$ cat src/rtl/bin2bcd_seq.sv
// Iterative double-dabble binary-to-BCD converter feeding the display scanner.
// Optional leading-zero blanking is enabled by defining BCD_LEADING_ZERO_BLANK_EN.
module bin2bcd_seq #(
  parameter int unsigned WIDTH  = 8,
  parameter int unsigned DIGITS = 3
) (
  input  logic                  clk_original,
  input  logic                  rst,
  input  logic                  start,
  input  logic [WIDTH-1:0]      bin_in,
  input  logic                  sign_in,
  output logic                  busy,
  output logic                  done,
  output logic [4*DIGITS-1:0]   bcd_out,
  output logic                  sign_out,
  output logic [DIGITS-1:0]     blank
);

  localparam int unsigned BCD_W = 4 * DIGITS;
  localparam int unsigned CNT_W = $clog2(WIDTH + 1);

  typedef enum logic [1:0] {
    IDLE  = 2'd0,
    SHIFT = 2'd1,
    DONE  = 2'd2
  } state_e;

  state_e             state_q, state_d;
  logic [WIDTH-1:0]   shift_q, shift_d;
  logic [BCD_W-1:0]   scr_q, scr_d;
  logic [CNT_W-1:0]   cnt_q, cnt_d;
  logic               sign_cap_q, sign_cap_d;
  logic [BCD_W-1:0]   bcd_q, bcd_d;
  logic               sign_out_q, sign_out_d;
  logic               busy_q, busy_d;
  logic               done_q, done_d;

  logic [BCD_W-1:0]   adj;
  logic [BCD_W-1:0]   step_scr;
  logic [WIDTH-1:0]   step_bin;

  // One double-dabble step: add 3 to nibbles >= 5, then shift binary into scratch.
  always_comb begin
    adj = scr_q;
    for (int i = 0; i < int'(DIGITS); i++) begin
      if (scr_q[4*i +: 4] >= 4'd5) adj[4*i +: 4] = scr_q[4*i +: 4] + 4'd3;
    end
    {step_scr, step_bin} = {adj, shift_q} << 1;
  end

  always_comb begin
    state_d    = state_q;
    shift_d    = shift_q;
    scr_d      = scr_q;
    cnt_d      = cnt_q;
    sign_cap_d = sign_cap_q;
    bcd_d      = bcd_q;
    sign_out_d = sign_out_q;
    case (state_q)
      IDLE, DONE: begin
        if (start) begin
          shift_d    = bin_in;
          sign_cap_d = sign_in;
          scr_d      = '0;
          cnt_d      = CNT_W'(WIDTH);
          state_d    = SHIFT;
        end else begin
          state_d = IDLE;
        end
      end
      SHIFT: begin
        shift_d = step_bin;
        scr_d   = step_scr;
        cnt_d   = cnt_q - CNT_W'(1);
        if (cnt_q == CNT_W'(1)) begin
          bcd_d      = step_scr;
          sign_out_d = sign_cap_q;
          state_d    = DONE;
        end
      end
      default: state_d = IDLE;
    endcase
    busy_d = (state_d == SHIFT);
    done_d = (state_d == DONE);
  end

  always_ff @(posedge clk_original) begin
    if (rst) begin
      state_q    <= IDLE;
      shift_q    <= '0;
      scr_q      <= '0;
      cnt_q      <= '0;
      sign_cap_q <= 1'b0;
      bcd_q      <= '0;
      sign_out_q <= 1'b0;
      busy_q     <= 1'b0;
      done_q     <= 1'b0;
    end else begin
      state_q    <= state_d;
      shift_q    <= shift_d;
      scr_q      <= scr_d;
      cnt_q      <= cnt_d;
      sign_cap_q <= sign_cap_d;
      bcd_q      <= bcd_d;
      sign_out_q <= sign_out_d;
      busy_q     <= busy_d;
      done_q     <= done_d;
    end
  end

  assign busy     = busy_q;
  assign done     = done_q;
  assign bcd_out  = bcd_q;
  assign sign_out = sign_out_q;

`ifdef BCD_LEADING_ZERO_BLANK_EN
  logic [DIGITS-1:0] blank_q, blank_d, blank_calc;
  logic              upper_zero;

  // Digit i blanks when it and all more-significant digits are zero; ones never blanks.
  always_comb begin
    blank_calc = '0;
    upper_zero = 1'b1;
    for (int i = int'(DIGITS) - 1; i >= 1; i--) begin
      upper_zero    = upper_zero && (step_scr[4*i +: 4] == 4'd0);
      blank_calc[i] = upper_zero;
    end
    blank_d = blank_q;
    if (state_q == SHIFT && cnt_q == CNT_W'(1)) blank_d = blank_calc;
  end

  always_ff @(posedge clk_original) begin
    if (rst) blank_q <= '0;
    else     blank_q <= blank_d;
  end

  assign blank = blank_q;
`else
  assign blank = '0;
`endif

endmodule
$ cat config.mk
export PLATFORM = sky130hd
export DESIGN_NAME = bin2bcd_seq
export DESIGN_NICKNAME = d
export VERILOG_FILES = /design/src/rtl/bin2bcd_seq.sv
export SDC_FILE = /design/constraint.sdc
export NUM_CORES = 1
export LEC_CHECK = 0
export ABC_CLOCK_PERIOD_IN_PS = 1700
export BUFFER_PORTS_ARGS = -buffer_cell sky130_fd_sc_hd__buf_2
export CAP_MARGIN = 10
export CORE_UTILIZATION = 50
export DETAILED_ROUTE_END_ITERATION = 8
export PLACE_DENSITY = 0.75
export REMOVE_ABC_BUFFERS = 1
export SYNTH_ARGS = -nofsm -noshare
export SYNTH_HDL_FRONTEND = slang
export SYNTH_SLANG_ARGS = --single-unit
$ cat constraint.sdc
create_clock -name clk_original -period 1.7 [get_ports clk_original]
set_input_delay 0.17 -clock clk_original [delete_from_list [all_inputs] [get_ports clk_original]]
set_output_delay 0.17 -clock clk_original [all_outputs]
set_load 0.02 [all_outputs]
==> impl_metrics.ini <==
[layout]
drive_gt1_frac = 0.249
final_cells = 281
multi_input_area_um2 = 976
regArea_um2 = 841
layout.nets = 254
fill_cells = 345
fin_util = 0.605
syn_to_final_growth_pct = 15.8
n_antenna_cell = 0

[drt]
drt-initial-drc-count = 49
via_count = 1496
dr_wl_met2_um = 1820
drc = 0
vias_per_cell = 5.32
ant_nets = 0
wire_per_inst_um = 13.7
highest_layer = met4
wl_met3_um = 159
drtPass1Iterations = 4
wl_um = 3850
wl_met1_um = 1830

[grt]
antenna_found_initial = 0
gr-total-overflow = 0
grt_max_degree = 36
grt_pass1_wl_um = 6610
grtUsageTotal = 0.210
grt_pass1_vias = 1430

[power]
p_leak_nw = 0.869
seqPwrFrac = 0.544
ir_worst_vdd_mv = 0.577
sw_frac_of_total = 0.255
power.share.clock = 0.332
p_int_mw = 1.44
powerDensity_nw_per_um2 = 871
pwr-share-comb = 0.124
switching_power_mw = 0.492
finalPower_mw = 1.93

[die]
rows = 22
start_util = 0.522
die_width_um = 63.8
ioPinCount = 30
die-height_um = 63.8
core_area_um2 = 3660
dieArea_um2 = 4070

[clock_tree]
path_clk_slew_ns = 0.08
postCtsHoldBufs = 0
numCtsBuffers = 5
tritoncts = yes
htree_levels = 2
clkLatencyLatePin_ns = 0.30
ctsLongestPathBuffers = 2
root_buffer = clkbuf_8
clock-sinks = 42

[synthesis]
syn_inst = 205
yosysMostFrequentCell = dfxtp_1
synth.area.top_cells = dfxtp_1 (44%), ha_1 (5.2%), mux2i_1 (5.2%)
yosysTopAreaCell = dfxtp_1
synthArstFlopShare = 0
yosys_warnings = 0
synth-edff-count = 0
yosysSeqAreaShare = 0.440
synth_area_um2 = 1910
synth.avg_cell_area_um2 = 9.33
synth_flop_cell = dfxtp_1
synth_common_cells = dfxtp_1 (42), nor2_1 (24), a21oi_1 (14)
yosysUniqueCellTypes = 31
synth_top_area_frac = 0.440
ys_ff_latch = 42

[worst_setup_path]
crit_chain = inv_1 -> ha_1 -> nand2b_1 -> a21oi_2 -> mux2_2 -> o22ai_1
cp-start-kind = flip-flop
critical_path_class = reg2reg
crit_path_end_kind = flip-flop
critPathArrivalTime_ns = 1.83
crit_required_ns = 1.93
slowest_stage = mux2_2
cp_num_buf_inv = 1
cp_max_fo = 5
crit_family = multiplexers
critPathMaxStageDelay_ns = 0.38

[placement]
dp_hpwl_um = 2660
placed_cells = 275
gp_congestion = 0.797
port_buffers = 26

[worst_hold_path]
hp-class = in2reg

[sta]
slew_violations = 0
fin_crit_sh = 0.940
whs_ns = 0.106
fin_skew_ns = 0.00824
fmaxAchievable_ghz = 0.626
setup_viol = 0
finalHoldViolations = 0
fin_crit_ns = 1.60
rsz0062_at_grt = no
fin_tns_setup_ns = 0

[job]
max-cap-violations = 0

[outcome]
status = completed
==> path summary, 6_finish.rpt <==
check / startpoint / to / slack [ns] / depth (start not counted)
setup / recovery: scr_q[0]$_SDFFE_PP0P_ / scr_q[2]$_SDFFE_PP0P_ / 0.10 / 6
hold / removal: sign_in / sign_cap_q$_SDFFE_PP0P_ / 0.11 / 3
setup reg to reg: scr_q[0]$_SDFFE_PP0P_ / scr_q[2]$_SDFFE_PP0P_ / 0.10 / 6
hold reg to reg: sign_out$_SDFFE_PP0P_ / sign_out$_SDFFE_PP0P_ / 0.50 / 2
==> power groups by stage <==
| stage | Clock [mW] | Combinational, mW | Sequential [mW] |
|---|---|---|---|
| floorplan | 0 | 0.137 | 1.08 |
| global placement | 0 | 0.232 | 1.07 |
| detailed placement | 0 | 0.236 | 1.07 |
| CTS | 0.647 | 0.238 | 1.05 |
| global route | 0.698 | 0.266 | 1.05 |
| finish | 0.641 | 0.239 | 1.05 |
==> logic make-up after synthesis <==
logic type / synth area share
buf+inv: 0.0661
fa+ha+maj: 0.0524
other cells: 0.00196
flops: 0.440
compound gates: 0.179
xor+xnor: 0.0183
simple gates: 0.173
mux: 0.0700
==> area by class of cell <==
cell class,count,share of cell area
multi-input cells,139,0.441
flip-flops and latches,42,0.380
repair buffers,36,0.0983
clock buffers,6,0.0373
well taps,48,0.0271
inverters,10,0.0169
==> repair_timing <==
item,in CTS,in global routing
hold endpoints to repair,0,0
buffers inserted,0,0
setup endpoints to repair,6,6
resized for setup,1,4
pin swaps,0,0
gates cloned,0,0
==> cell usage in the layout (no fill, tap or decap), drive strengths merged <==
cell type  Yosys  routed
dfxtp         42      42
buf            8      36
nor2          25      25
a21oi         14      14
o22ai         14      14
a211oi        13      13
nand2b        11      11
inv           10      10
mux2i         10      10
ha             8       8
clkbuf         8       6
or3            6       6
nor3b          5       5
nor3           5       5
o21ai          5       5
mux2           3       3
xnor2          3       3
nand3          3       3
nand3b         3       3
conb           1       3
a22oi          2       2
nor2b          2       2
or3b           1       1
a311oi         1       1
nand2          1       1
xor2           1       1
==> worst reg2reg max path, delay by kind of cell, from the launching register on <==
family | cells | cell delay, ns
adder cells (fa/ha/maj) | 1 | 0.25
AO/OA/AOI/OAI | 2 | 0.36
multiplexers | 1 | 0.38
flip-flops | 1 | 0.34
AND/OR/NAND/NOR | 1 | 0.11
buffers and inverters | 1 | 0.09
==> state kept, by name, summed over array words and instances (netlist names) <==
| register | flops |
|---|---|
| done | 1 |
| state_q | 2 |
| bcd_out | 12 |
| busy | 1 |
| shift_q | 8 |
| sign_cap_q | 1 |
| sign_out | 1 |
| scr_q | 12 |
| cnt_q | 4 |
==> per-stage QoR <==
step | area [um2] | worst slack, ns
3_3_place_gp | 2110 | 0.0630
4_1_cts | 2200 | 0.0559
3_5_place_dp | 2110 | -0.0169
2_1_floorplan | 1830 | -0.228
6_report | 2210 | 0.101
5_1_grt | 2210 | 0.00382
==> layer usage <==
metal,global-route usage,vias up
met5,0,-
met4,0.0625,0
met3,0.0714,4
met2,0.339,34
met1,0.263,691
li1,-,767
Power figures use the tool's default switching activity.
